**config.mk**
```make
export PLATFORM = sky130hd
export DESIGN_NAME = ps2_key_state_tracker
export DESIGN_NICKNAME = d
export VERILOG_FILES = /design/src/rtl/ps2_key_state_tracker_pkg.sv /design/src/rtl/ps2_key_state_tracker_frame_rx.sv /design/src/rtl/ps2_key_state_tracker.sv
export SDC_FILE = /design/constraint.sdc
export NUM_CORES = 1
export LEC_CHECK = 0
export ABC_AREA = 1
export CAP_MARGIN = 25
export CORE_ASPECT_RATIO = 0.75
export CORE_MARGIN = 1
export CORE_UTILIZATION = 42
export DETAILED_ROUTE_END_ITERATION = 6
export SLEW_MARGIN = 20
export SYNTH_ARGS = -nofsm -noshare
export SYNTH_HDL_FRONTEND = slang
export SYNTH_SLANG_ARGS = --single-unit
```
**constraint.sdc**
```tcl
create_clock -name clk -period 3.4 [get_ports clk]
set_clock_uncertainty 0.05 [all_clocks]
set_input_delay 0.34 -clock clk [delete_from_list [all_inputs] [get_ports clk]]
set_output_delay 0.34 -clock clk [all_outputs]
set_load 0.02 [all_outputs]
```
**src/rtl/ps2_key_state_tracker_pkg.sv**
```systemverilog
// ---------------------------------------------------------------------------
// ps2_key_state_tracker_pkg
//
// Shared definitions for the PS/2 key-state tracker:
//   - set-2 scan-code constants (break/extend prefixes and the 26 mapped keys)
//   - key index constants (bit positions inside key_state)
//   - key_state width, PS/2 frame length
//   - decoder FSM state type and the scan-code lookup result type
// ---------------------------------------------------------------------------
package ps2_key_state_tracker_pkg;

    localparam int NUMBEROFKEYBOARDINPUTS = 27;
    localparam int PS2_FRAME_BITS         = 11;

    // Prefix bytes
    localparam logic [7:0] SC_BREAK  = 8'hF0;
    localparam logic [7:0] SC_EXTEND = 8'hE0;

    // Note-key scan codes (lower row + number row, piano layout)
    localparam logic [7:0] SC_TAB       = 8'h0D;
    localparam logic [7:0] SC_Q         = 8'h15;
    localparam logic [7:0] SC_W         = 8'h1D;
    localparam logic [7:0] SC_E         = 8'h24;
    localparam logic [7:0] SC_R         = 8'h2D;
    localparam logic [7:0] SC_T         = 8'h2C;
    localparam logic [7:0] SC_Y         = 8'h35;
    localparam logic [7:0] SC_U         = 8'h3C;
    localparam logic [7:0] SC_I         = 8'h43;
    localparam logic [7:0] SC_O         = 8'h44;
    localparam logic [7:0] SC_P         = 8'h4D;
    localparam logic [7:0] SC_LBRACKET  = 8'h54;
    localparam logic [7:0] SC_RBRACKET  = 8'h5B;
    localparam logic [7:0] SC_BACKSLASH = 8'h5D;
    localparam logic [7:0] SC_1         = 8'h16;
    localparam logic [7:0] SC_2         = 8'h1E;
    localparam logic [7:0] SC_4         = 8'h25;
    localparam logic [7:0] SC_5         = 8'h2E;
    localparam logic [7:0] SC_6         = 8'h36;
    localparam logic [7:0] SC_8         = 8'h3E;
    localparam logic [7:0] SC_9         = 8'h46;
    localparam logic [7:0] SC_MINUS     = 8'h4E;
    localparam logic [7:0] SC_EQUALS    = 8'h55;
    localparam logic [7:0] SC_BACKSPACE = 8'h66;

    // Other mapped keys
    localparam logic [7:0] SC_SPACE  = 8'h29;
    localparam logic [7:0] SC_ESCAPE = 8'h76;

    // Bit positions inside key_state
    localparam logic [4:0] keyTab          = 5'd0;
    localparam logic [4:0] keyQ            = 5'd1;
    localparam logic [4:0] keyW            = 5'd2;
    localparam logic [4:0] keyE            = 5'd3;
    localparam logic [4:0] keyR            = 5'd4;
    localparam logic [4:0] keyT            = 5'd5;
    localparam logic [4:0] keyY            = 5'd6;
    localparam logic [4:0] keyU            = 5'd7;
    localparam logic [4:0] keyI            = 5'd8;
    localparam logic [4:0] keyO            = 5'd9;
    localparam logic [4:0] keyP            = 5'd10;
    localparam logic [4:0] keyLBracket     = 5'd11;
    localparam logic [4:0] keyRBracket     = 5'd12;
    localparam logic [4:0] keyBackslash    = 5'd13;
    localparam logic [4:0] key1            = 5'd14;
    localparam logic [4:0] key2            = 5'd15;
    localparam logic [4:0] key4            = 5'd16;
    localparam logic [4:0] key5            = 5'd17;
    localparam logic [4:0] key6            = 5'd18;
    localparam logic [4:0] key8            = 5'd19;
    localparam logic [4:0] key9            = 5'd20;
    localparam logic [4:0] keyMinus        = 5'd21;
    localparam logic [4:0] keyEquals       = 5'd22;
    localparam logic [4:0] keyBackspace    = 5'd23;
    localparam logic [4:0] keySpacebar     = 5'd24;
    localparam logic [4:0] keyEscape       = 5'd25;
    localparam logic [4:0] keyReleasePulse = 5'd26;

    typedef enum logic [1:0] {
        IDLE      = 2'd0,
        BREAK     = 2'd1,
        EXT       = 2'd2,
        EXT_BREAK = 2'd3
    } decState_t;

    typedef struct packed {
        logic       hit;
        logic [4:0] index;
    } keyMap_t;

endpackage

```
**src/rtl/ps2_key_state_tracker_frame_rx.sv**
```systemverilog
// ---------------------------------------------------------------------------
// ps2_frame_rx
//
// Receives one PS/2 device-to-host frame: start(0), 8 data bits LSB first,
// odd parity, stop(1). Both pins are brought in through 2-FF synchronisers
// and data is sampled on the synchronised falling edge of ps2_clk.
//
// Ports
//   clk          system clock
//   resetn       synchronous active-low reset
//   ps2_clk      raw PS/2 clock pin (asynchronous)
//   ps2_dat      raw PS/2 data pin (asynchronous)
//   byte_valid   one-cycle strobe, byte_data holds a good byte
//   byte_data    received byte
//   frame_error  one-cycle strobe on bad start/stop/parity
//
// Build option: PREFIX_TIMEOUT_EN clears a stalled partial frame when
// ps2_clk stays high for PREFIX_TIMEOUT cycles mid-frame.
// ---------------------------------------------------------------------------
module ps2_frame_rx
    import ps2_key_state_tracker_pkg::*;
#(
    parameter int PREFIX_TIMEOUT = 50000
) (
    input  logic       clk,
    input  logic       resetn,
    input  logic       ps2_clk,
    input  logic       ps2_dat,
    output logic       byte_valid,
    output logic [7:0] byte_data,
    output logic       frame_error
);

    logic [2:0]                    clkSync;   // [0],[1] synchroniser, [2] previous value
    logic [1:0]                    datSync;
    logic [3:0]                    bitCount;
    logic [PS2_FRAME_BITS-2:0]     shiftReg;  // first ten bits of the frame
    logic [PS2_FRAME_BITS-1:0]     frame;
    logic                          fallEdge;
    logic                          lastBit;
    logic                          frameGood;
    logic                          stallClear;

    assign fallEdge  = clkSync[2] & ~clkSync[1];
    assign lastBit   = (bitCount == 4'(PS2_FRAME_BITS - 1));
    // The stop bit is taken straight from the synchroniser so the whole
    // frame can be judged on the final falling edge.
    assign frame     = {datSync[1], shiftReg};
    assign frameGood = ~frame[0] & frame[PS2_FRAME_BITS-1] & (^frame[9:1]);

`ifdef PREFIX_TIMEOUT_EN
    localparam int STALL_W = $clog2(PREFIX_TIMEOUT + 1);
    logic [STALL_W-1:0] stallTimer;

    assign stallClear = (stallTimer == STALL_W'(PREFIX_TIMEOUT - 1));

    always_ff @(posedge clk) begin
        if (!resetn || bitCount == 4'd0 || !clkSync[1] || stallClear) begin
            stallTimer <= '0;
        end else begin
            stallTimer <= stallTimer + 1'b1;
        end
    end
`else
    assign stallClear = 1'b0;
`endif

    // Idle line is high; resetting the clock chain high avoids a false edge.
    always_ff @(posedge clk) begin
        if (!resetn) begin
            clkSync <= '1;
        end else begin
            clkSync <= {clkSync[1:0], ps2_clk};
        end
    end

    always_ff @(posedge clk) begin
        datSync <= {datSync[0], ps2_dat};
        if (fallEdge) begin
            shiftReg <= {datSync[1], shiftReg[PS2_FRAME_BITS-2:1]};
        end
    end

    always_ff @(posedge clk) begin
        if (!resetn) begin
            bitCount    <= '0;
            byte_valid  <= 1'b0;
            frame_error <= 1'b0;
        end else begin
            byte_valid  <= fallEdge & lastBit & frameGood;
            frame_error <= fallEdge & lastBit & ~frameGood;
            if (stallClear) begin
                bitCount <= '0;
            end else if (fallEdge) begin
                bitCount <= lastBit ? 4'd0 : bitCount + 4'd1;
            end
        end
    end

    always_ff @(posedge clk) begin
        if (fallEdge && lastBit && frameGood) begin
            byte_data <= frame[8:1];
        end
    end

endmodule

```
**src/rtl/ps2_key_state_tracker.sv**
```systemverilog
// ---------------------------------------------------------------------------
// ps2_key_state_tracker
//
// Decodes PS/2 set-2 make/break sequences into a registered key-state vector
// for the main state handler. Bits 0-23 are note keys, 24 spacebar,
// 25 escape, 26 a one-cycle pulse on every effective key release.
//
// Ports
//   clk                system clock
//   resetn             synchronous active-low reset
//   ps2_clk, ps2_dat   raw PS/2 pins (asynchronous)
//   key_state          held-key bits plus release-pulse bit
//   key_event          one-cycle strobe on any mapped state change
//   key_event_index    key index of the event
//   key_event_release  1 = release, 0 = press (qualified by key_event)
//   frame_error        one-cycle strobe on a bad PS/2 frame
//
// Build option: PREFIX_TIMEOUT_EN returns the decoder to IDLE when a prefix
// byte (E0/F0) is not followed by another byte within PREFIX_TIMEOUT cycles.
// ---------------------------------------------------------------------------
module ps2_key_state_tracker #(
    parameter int NUMBEROFKEYBOARDINPUTS = ps2_key_state_tracker_pkg::NUMBEROFKEYBOARDINPUTS,
    parameter int PREFIX_TIMEOUT         = 50000
) (
    input  logic                              clk,
    input  logic                              resetn,
    input  logic                              ps2_clk,
    input  logic                              ps2_dat,
    output logic [NUMBEROFKEYBOARDINPUTS-1:0] key_state,
    output logic                              key_event,
    output logic [4:0]                        key_event_index,
    output logic                              key_event_release,
    output logic                              frame_error
);

    import ps2_key_state_tracker_pkg::*;

    logic                              byteValid;
    logic [7:0]                        byteData;
    keyMap_t                           byteMap;
    decState_t                         state;
    decState_t                         stateNext;
    logic                              doPress;
    logic                              doRelease;
    logic                              prefixExpired;
    logic [NUMBEROFKEYBOARDINPUTS-2:0] keyHeld;
    logic                              relPulse;

    function automatic keyMap_t mapScanCode(input logic [7:0] code);
        keyMap_t m;
        m.hit   = 1'b1;
        m.index = '0;
        case (code)
            SC_TAB:       m.index = keyTab;
            SC_Q:         m.index = keyQ;
            SC_W:         m.index = keyW;
            SC_E:         m.index = keyE;
            SC_R:         m.index = keyR;
            SC_T:         m.index = keyT;
            SC_Y:         m.index = keyY;
            SC_U:         m.index = keyU;
            SC_I:         m.index = keyI;
            SC_O:         m.index = keyO;
            SC_P:         m.index = keyP;
            SC_LBRACKET:  m.index = keyLBracket;
            SC_RBRACKET:  m.index = keyRBracket;
            SC_BACKSLASH: m.index = keyBackslash;
            SC_1:         m.index = key1;
            SC_2:         m.index = key2;
            SC_4:         m.index = key4;
            SC_5:         m.index = key5;
            SC_6:         m.index = key6;
            SC_8:         m.index = key8;
            SC_9:         m.index = key9;
            SC_MINUS:     m.index = keyMinus;
            SC_EQUALS:    m.index = keyEquals;
            SC_BACKSPACE: m.index = keyBackspace;
            SC_SPACE:     m.index = keySpacebar;
            SC_ESCAPE:    m.index = keyEscape;
            default:      m.hit   = 1'b0;
        endcase
        return m;
    endfunction

    ps2_frame_rx #(
        .PREFIX_TIMEOUT (PREFIX_TIMEOUT)
    ) frameRx (
        .clk         (clk),
        .resetn      (resetn),
        .ps2_clk     (ps2_clk),
        .ps2_dat     (ps2_dat),
        .byte_valid  (byteValid),
        .byte_data   (byteData),
        .frame_error (frame_error)
    );

    assign byteMap = mapScanCode(byteData);

`ifdef PREFIX_TIMEOUT_EN
    localparam int TIMER_W = $clog2(PREFIX_TIMEOUT + 1);
    logic [TIMER_W-1:0] prefixTimer;

    // Restarts on every byte, so entering EXT_BREAK from EXT starts afresh.
    assign prefixExpired = (state != IDLE) && (prefixTimer == TIMER_W'(PREFIX_TIMEOUT - 1));

    always_ff @(posedge clk) begin
        if (!resetn || state == IDLE || byteValid) begin
            prefixTimer <= '0;
        end else if (!prefixExpired) begin
            prefixTimer <= prefixTimer + 1'b1;
        end
    end
`else
    assign prefixExpired = 1'b0;
`endif

    always_ff @(posedge clk) begin
        if (!resetn) begin
            state <= IDLE;
        end else begin
            state <= stateNext;
        end
    end

    // Presses of held keys (typematic) and releases of idle keys are dropped
    // here so that they produce neither an event nor a pulse.
    always_comb begin
        stateNext = state;
        doPress   = 1'b0;
        doRelease = 1'b0;
        if (byteValid) begin
            case (state)
                IDLE: begin
                    if (byteData == SC_BREAK) begin
                        stateNext = BREAK;
                    end else if (byteData == SC_EXTEND) begin
                        stateNext = EXT;
                    end else if (byteMap.hit && !keyHeld[byteMap.index]) begin
                        doPress = 1'b1;
                    end
                end
                BREAK: begin
                    stateNext = IDLE;
                    if (byteMap.hit && keyHeld[byteMap.index]) begin
                        doRelease = 1'b1;
                    end
                end
                EXT: begin
                    stateNext = (byteData == SC_BREAK) ? EXT_BREAK : IDLE;
                end
                EXT_BREAK: begin
                    stateNext = IDLE;
                end
                default: begin
                    stateNext = IDLE;
                end
            endcase
        end else if (prefixExpired) begin
            stateNext = IDLE;
        end
    end

    always_ff @(posedge clk) begin
        if (!resetn) begin
            keyHeld           <= '0;
            relPulse          <= 1'b0;
            key_event         <= 1'b0;
            key_event_index   <= '0;
            key_event_release <= 1'b0;
        end else begin
            relPulse  <= doRelease;
            key_event <= doPress | doRelease;
            if (doPress || doRelease) begin
                key_event_index   <= byteMap.index;
                key_event_release <= doRelease;
            end
            if (doPress) begin
                keyHeld[byteMap.index] <= 1'b1;
            end else if (doRelease) begin
                keyHeld[byteMap.index] <= 1'b0;
            end
        end
    end

    assign key_state = {relPulse, keyHeld};

endmodule

```
==> results.md, run 1 <==
- Starting Density: 0.444
- FMAX: 0.340 GHz
- Total Routing Usage GR: 0.221
- Count of final max-slew check failures: 0
- Cell taking the most area after synthesis: sky130_fd_sc_hd__dfxtp_1
- Total of max-cap violations: 0
- Number of warnings printed during yosys synthesis: 0
- Top-Level Pins: 39
- Final setup vio count: 0
- Clock Tree Root: sky130_fd_sc_hd__clkbuf_8
- Yosys top cell area share: 0.282
- Biggest area contributors in the synthesized netlist: sky130_fd_sc_hd__dfxtp_1, sky130_fd_sc_hd__nand2_1, sky130_fd_sc_hd__edfxtp_1, sky130_fd_sc_hd__nor2_1, sky130_fd_sc_hd__a21oi_1
- Seq/Total Area, Yosys: 0.445
- Cell Pwr Density: 362 nW/um2
- Number of antenna violations at the first check in global routing: 0
- Worst Path Max Fanout: 32
- Placer Congestion: 0.934
- Type of the most critical hold path: reg2reg
- Endpoint class of the critical path: flip-flop
- Share of final-layout standard cells stronger than drive strength 1: 0.108
- CP required: 3.63 ns
- Antenna cells: 0
- Critical path arrival: 3.17 ns
- Max IR drop VDD: 0.208 mV
- Via Count: 3,140
- Ratio of final minimum period to clock period: 0.865
- Headroom to the max-slew limit: 0.542
- Clk sinks: 65
- Combined area of all synthesized cells: 3330 um2
- Net count of the finished layout: 509
- Die boundary height: 79.1 um
- Number of input and output port buffers inserted: 38
- Outcome: completed
- Total congestion overflow after global routing: 0
- Worst slack after detailed placement: 0.164 ns
- Cells along the critical path: nand2_2 -> nor2_1 -> nand2_1 -> nand2_2 -> nor2_4 -> nand3_4 -> nand2_1 -> nand2_1 -> nand2_1 -> nand2_1 -> nand2_1 -> nand2_1 -> nor2_2 -> nand2_1 -> nand2_2 -> nand2_4 -> inv_2 -> nand2_1 -> a21oi_1
- Fin crit period: 2.94 ns
- Deepest level of the CTS H-tree: 3
- Leak: 1.61 nW
- Flip-flop and latch count after synthesis: 65
- Crit path largest cell delay: 0.49 ns
- Layout-stage area growth over the synthesis result: 18.3%
- Post-route ant nets: 0
- Count of flip-flops with a built-in enable after synthesis: 18
- Buffer levels on the longest clock path: 2
- Number of remaining DRC errors: 0
- CTS buffer count: 9
- Die ar.: 8290 um2
- First-pass GRT wire length: 14,100 um
- Per-instance average area after synthesis: 7.13 um2
- Setup Crit Path Kind: reg2reg
- Die boundary width: 105 um
- Maximum number of pins on one net before global-route repair: 33
- Syn Nets: 471
- Final worst hold slack: 0.279 ns
- Std-Cell Core Area: 7500 um2
- Insertion delay to the later sink of the worst-skew pair: 0.35 ns
- Final Hold Violating Endpoints: 0
- CP startpoint kind: flip-flop
- Setup TNS: 0 ns
- Fraction of synthesis flops using an asynchronous set or reset pin: 0
- Clk pin slew, worst setup/hold paths: 0.07 ns
- Iteration-0 DRC count of the detailed router: 193
- Filler cell count: 765
- Routed WL: 8500 um
- Hold buffers post-CTS: 0
- Cell mode on critical path: sky130_fd_sc_hd__nand2_1
- Drt via density: 5.14
- CTS tree: yes
- Top FF cell, synth: sky130_fd_sc_hd__dfxtp_1
- Vias in the first global route: 2,783
- Row count: 27
- Master of the slowest instance on the critical path: sky130_fd_sc_hd__edfxtp_1
- Post-layout worst setup margin: 0.458 ns
- Half-perimeter wire length after detailed placement: 6380 um
- Number of optimization iterations in the first detailed-route pass: 7
- Synth Instances: 467
- RSZ-0062 raised after global routing: no
- DR WL/cell: 13.9 um
- Distinct cell type count after synthesis: 31
- Pin slew with the least headroom to its limit: 0.684 ns
==> path summary, 6_finish.rpt <==
| kind | start | to | slack [ns] | cells after the start |
|---|---|---|---|---|
| min reg2reg | frameRx.datSync[0]$_DFF_P_ | frameRx.datSync[1]$_DFF_P_ | 0.28 | 0 |
| min | frameRx.datSync[0]$_DFF_P_ | frameRx.datSync[1]$_DFF_P_ | 0.28 | 0 |
| max reg2reg | frameRx.byte_data[2]$_DFFE_PP_ | key_event_index[1]$_SDFFE_PN0P_ | 0.46 | 19 |
| max | frameRx.byte_data[2]$_DFFE_PP_ | key_event_index[1]$_SDFFE_PN0P_ | 0.46 | 19 |
==> layout by cell type (no fill, tap or decap) <==
cell type                           n
sky130_fd_sc_hd__nand2_1          161
sky130_fd_sc_hd__nor2_1            65
sky130_fd_sc_hd__dfxtp_1           47
sky130_fd_sc_hd__clkdlybuf4s50_1   38
sky130_fd_sc_hd__inv_1             35
sky130_fd_sc_hd__a21oi_1           32
sky130_fd_sc_hd__edfxtp_1          18
sky130_fd_sc_hd__nand3_1           16
sky130_fd_sc_hd__nand4_1           15
sky130_fd_sc_hd__clkbuf_8          10
sky130_fd_sc_hd__inv_2              9
sky130_fd_sc_hd__a21oi_2            7
sky130_fd_sc_hd__xnor2_1            6
sky130_fd_sc_hd__nand2_2            6
sky130_fd_sc_hd__nor3_1             5
sky130_fd_sc_hd__o21ai_0            5
sky130_fd_sc_hd__nor2_2             4
sky130_fd_sc_hd__or2_2              4
sky130_fd_sc_hd__nand3_2            3
sky130_fd_sc_hd__buf_4              3
sky130_fd_sc_hd__xor2_1             2
sky130_fd_sc_hd__o21ai_1            2
sky130_fd_sc_hd__a31oi_1            2
sky130_fd_sc_hd__clkinv_4           2
sky130_fd_sc_hd__nor4_1             2
sky130_fd_sc_hd__clkbuf_1           2
sky130_fd_sc_hd__o211ai_1           1
sky130_fd_sc_hd__nor2_4             1
sky130_fd_sc_hd__nand3_4            1
sky130_fd_sc_hd__nor3_2             1
sky130_fd_sc_hd__nand2_4            1
sky130_fd_sc_hd__a211oi_1           1
sky130_fd_sc_hd__inv_4              1
sky130_fd_sc_hd__clkinv_2           1
sky130_fd_sc_hd__clkinvlp_4         1
==> layout make-up <==
| class | instances | area, um2 | share of cell area |
|---|---|---|---|
| flip-flops and latches | 65 | 1480 | 0.376 |
| repair buffers | 41 | 403 | 0.102 |
| well taps | 101 | 126 | 0.0321 |
| multi-input cells | 343 | 1580 | 0.402 |
| clock inverters | 4 | 27.5 | 0.00699 |
| inverters | 45 | 174 | 0.0442 |
| clock buffers | 12 | 145 | 0.0368 |
==> logic make-up after synthesis <==
kind of cell,after synthesis,synth area share
DFF,65,0.445
AOI/OAI and AO/OA,50,0.0853
buffers and inverters,59,0.0826
xor gates and xnor gates,8,0.0210
and+or+nand+nor,285,0.366
==> metal layers <==
layer,up-vias,track usage,part of all wire
met5,-,0,0
met4,0,0.0577,0.010
met3,11,0.0583,0.083
met2,125,0.313,0.40
met1,1443,0.329,0.51
li1,1561,-,-
==> cells in the mapped netlist (3+ instances only) <==
cell type                  instances
sky130_fd_sc_hd__a21oi_1          32
sky130_fd_sc_hd__a21oi_2           7
sky130_fd_sc_hd__buf_2             3
sky130_fd_sc_hd__buf_6             5
sky130_fd_sc_hd__clkbuf_1          4
sky130_fd_sc_hd__dfxtp_1          47
sky130_fd_sc_hd__edfxtp_1         18
sky130_fd_sc_hd__inv_1            35
sky130_fd_sc_hd__inv_2             9
sky130_fd_sc_hd__nand2_1         162
sky130_fd_sc_hd__nand2_2           6
sky130_fd_sc_hd__nand3_1          16
sky130_fd_sc_hd__nand3_2           3
sky130_fd_sc_hd__nand4_1          15
sky130_fd_sc_hd__nor2_1           65
sky130_fd_sc_hd__nor2_2            4
sky130_fd_sc_hd__nor3_1            5
sky130_fd_sc_hd__o21ai_0           5
sky130_fd_sc_hd__or2_2             4
sky130_fd_sc_hd__xnor2_1           6
==> report_power, final <==
part           internal [W]  switching [W]
sequential         0.000800     0.00000386
clock              0.000285       0.000305
combinational     0.0000112      0.0000190
==> critical path, delay by kind of cell (launching register included) <==
family                 cells  cell delay, ns
AOI/OAI and AO/OA          1            0.12
and+or+nand+nor           17            2.00
buffers and inverters      1            0.18
DFF                        1            0.49
==> metrics by stage <==
step / power, W / instances / cell area (um2) / utilization
5_1_grt: 0.00148 / 611 / 3940 / 0.525
4_1_cts: 0.00144 / 611 / 3930 / 0.524
6_report: 0.00142 / 611 / 3940 / 0.525
3_5_place_dp: 0.000852 / 595 / 3760 / 0.501
3_3_place_gp: 0.000851 / 595 / 3760 / 0.501
2_1_floorplan: 0.000841 / 467 / 3330 / -
==> timing repair <==
action,CTS,global route
resized for setup,0,2
buffers inserted,0,0
setup endpoints to repair,0,32
No activity file was read; power rests on OpenSTA's default activity.
==> run 2, diff against run 1 <==
Settings changed: CTS_CLUSTER_SIZE from default to 12.
==> results of run 2 <==
Same layout as run 1: the final DEF is identical, and so are final timing and power.
==> run 3, diff against run 2 <==
Settings changed: CTS_BUF_LIST from default to sky130_fd_sc_hd__clkbuf_16.
==> results.md, run 3 (synthesis results as in run 1) <==
- Headroom to the max-slew limit: 0.551 (+0.00910)
- Multi-input gate area in the final layout: 1580 um2 (unchanged)
- Share of final-layout standard cells stronger than drive strength 1: 0.106 (-0.00196)
- Max IR drop VDD: 0.208 mV (-0.21%)
- Number of antenna violations at the first check in global routing: 0 (unchanged)
- Insertion delay to the later sink of the worst-skew pair: 0.32 ns (-0.03 ns)
- Die boundary width: 105 um (unchanged)
- Routed WL: 8480 um (-0.20%)
- Row count: 27 (unchanged)
- Count of final max-slew check failures: 0 (unchanged)
- Setup TNS: 0 ns (unchanged)
- Design internal power: 0.00130 W (+18%)
- Deepest level of the CTS H-tree: 3 (unchanged)
- Iteration-0 DRC count of the detailed router: 194 (+0.52%)
- Die ar.: 8290 um2 (unchanged)
- Antenna cells: 0 (unchanged)
- Half-perimeter wire length after detailed placement: 6380 um (unchanged)
- FF/Latch Area: 1480 um2 (unchanged)
- Final Hold Violating Endpoints: 0 (unchanged)
- Total congestion overflow after global routing: 0 (unchanged)
- Final cell count without fillers: 611 (unchanged)
- Top-Level Pins: 39 (unchanged)
- Fin crit period: 2.96 ns (+0.0137 ns)
- Number of optimization iterations in the first detailed-route pass: 5 (-2)
- Total of max-cap violations: 0 (unchanged)
- Outcome: completed
- CTS tree: yes
- Placer Congestion: 0.934 (unchanged)
- Starting Density: 0.444 (unchanged)
- CP startpoint kind: flip-flop
- Std-Cell Core Area: 7500 um2 (unchanged)
- Number of input and output port buffers inserted: 38 (unchanged)
- Pin slew with the least headroom to its limit: 0.671 ns (-0.0136 ns)
- Number of cells after detailed placement: 595 (unchanged)
- Part of the power in the clock network: 0.494 (+0.079)
- Clk sinks: 65 (unchanged)
- Combinational share of power: 0.018 (-0.003)
- Clock Tree Root: sky130_fd_sc_hd__clkbuf_16
- Clk pin slew, worst setup/hold paths: 0.06 ns (about the same)
- Maximum number of pins on one net before global-route repair: 33 (unchanged)
- Register share of total power: 0.488 (-0.076)
- Via Count: 3,102 (-1.2%)
- Setup Crit Path Kind: reg2reg
- Buffer levels on the longest clock path: 2 (unchanged)
- Cell Pwr Density: 409 nW/um2 (+13%)
- Final setup vio count: 0 (unchanged)
- CTS buffer count: 9 (unchanged)
- Filler cell count: 751 (-1.8%)
- Reported net switching power: 0.000352 W (+7.3%)
- Endpoint class of the critical path: flip-flop
- Vias in the first global route: 2,802 (+0.68%)
- Commonest non-fill, non-tap cell in the layout: sky130_fd_sc_hd__nand2_1
- Type of the most critical hold path: reg2reg
- Critical path arrival: 3.15 ns (-0.02 ns)
- DR WL/cell: 13.9 um (-0.20%)
- Worst Path Max Fanout: 32 (unchanged)
- Post-cts repair resize count: 0 (unchanged)
- Number of remaining DRC errors: 0 (unchanged)
- RSZ-0062 raised after global routing: no
- Number of buffers inserted by post-CTS setup repair: 0 (unchanged)
- Leak: 1.66 nW (+3.0%)
- Hold buffers post-CTS: 0 (unchanged)
- Total Routing Usage GR: 0.220 (-0.00148)
- Layout-stage area growth over the synthesis result: 21.0%
- Post-route ant nets: 0 (unchanged)
- Drt via density: 5.08 (-1.2%)
- CP required: 3.60 ns (-0.03 ns)
- Most frequent cells in the layout: sky130_fd_sc_hd__nand2_1, sky130_fd_sc_hd__nor2_1, sky130_fd_sc_hd__dfxtp_1
- Ratio of final minimum period to clock period: 0.869 (+0.00404)
- First-pass GRT wire length: 14,200 um (about the same)
- FMAX: 0.338 GHz (-0.46%)
- Die boundary height: 79.1 um (unchanged)
- Net count of the finished layout: 509 (unchanged)
- Switching portion of total power: 0.213 (-0.0168)
## run 3: cell count changes in the layout (fill, tap and decap cells not counted), sizes merged
cell / delta
clkbuf: -3
inv: +2
clkinv: +1
## run 3: cell type report
cell class / count / share of cell area
multi-input cells: 343 / 0.392
flip-flops and latches: 65 / 0.368
repair buffers: 41 / 0.100
clock buffers: 9 / 0.0559
inverters: 45 / 0.0432
well taps: 101 / 0.0314
clock inverters: 7 / 0.00962
## run 3: path summary, 6_finish.rpt
path / from / to / slack [ns] / cells after the start
max: frameRx.byte_data[6]$_DFFE_PP_ / key_event_index[2]$_SDFFE_PN0P_ / 0.44 / 17
min reg2reg: frameRx.datSync[0]$_DFF_P_ / frameRx.datSync[1]$_DFF_P_ / 0.28 / 0
min: frameRx.datSync[0]$_DFF_P_ / frameRx.datSync[1]$_DFF_P_ / 0.28 / 0
max reg2reg: frameRx.byte_data[6]$_DFFE_PP_ / key_event_index[2]$_SDFFE_PN0P_ / 0.44 / 17
## run 3: critical path, stage by stage, from the launching register on
cell	delay (ns)
sky130_fd_sc_hd__edfxtp_1	0.43
sky130_fd_sc_hd__nor2_1	0.26
sky130_fd_sc_hd__nand3_1	0.28
sky130_fd_sc_hd__a21oi_1	0.26
sky130_fd_sc_hd__nor2_1	0.10
sky130_fd_sc_hd__nand3_2	0.19
sky130_fd_sc_hd__inv_2	0.11
sky130_fd_sc_hd__nand2_1	0.09
sky130_fd_sc_hd__nand2_1	0.06
sky130_fd_sc_hd__nand2_1	0.05
sky130_fd_sc_hd__nand2_1	0.07
sky130_fd_sc_hd__nor2_2	0.15
sky130_fd_sc_hd__nand2_1	0.08
sky130_fd_sc_hd__nand2_2	0.12
sky130_fd_sc_hd__nand2_4	0.21
sky130_fd_sc_hd__inv_2	0.17
sky130_fd_sc_hd__nand2_1	0.06
sky130_fd_sc_hd__a21oi_1	0.12
## run 3: power by group through the flow
stage	combinational (W)	sequential (W)	clock, W
floorplan	0.0000215	0.000820	0
CTS	0.0000306	0.000805	0.000828
global route	0.0000340	0.000805	0.000868
global placement	0.0000298	0.000821	0
finish	0.0000302	0.000805	0.000814
detailed placement	0.0000307	0.000821	0
## run 3: per-layer routing
| metal | routed length [um] | GRT usage |
|---|---|---|
| met2 | 3420 | 0.317 |
| met4 | 65 | 0.0662 |
| met5 | 0 | 0 |
| met3 | 597 | 0.0435 |
| met1 | 4400 | 0.328 |
## run 3: per-stage QoR
step	instance area [um2]	power (W)	setup slack, ns	hold WS (ns)	util
floorplan	3330	0.000841	1.02	0.260	-
global placement	3760	0.000851	0.259	0.263	0.501
detailed placement	3760	0.000852	0.164	0.263	0.501
CTS	4020	0.00166	0.159	0.276	0.536
global route	4030	0.00171	0.0721	0.283	0.537
finish	4030	0.00165	0.445	0.276	0.537
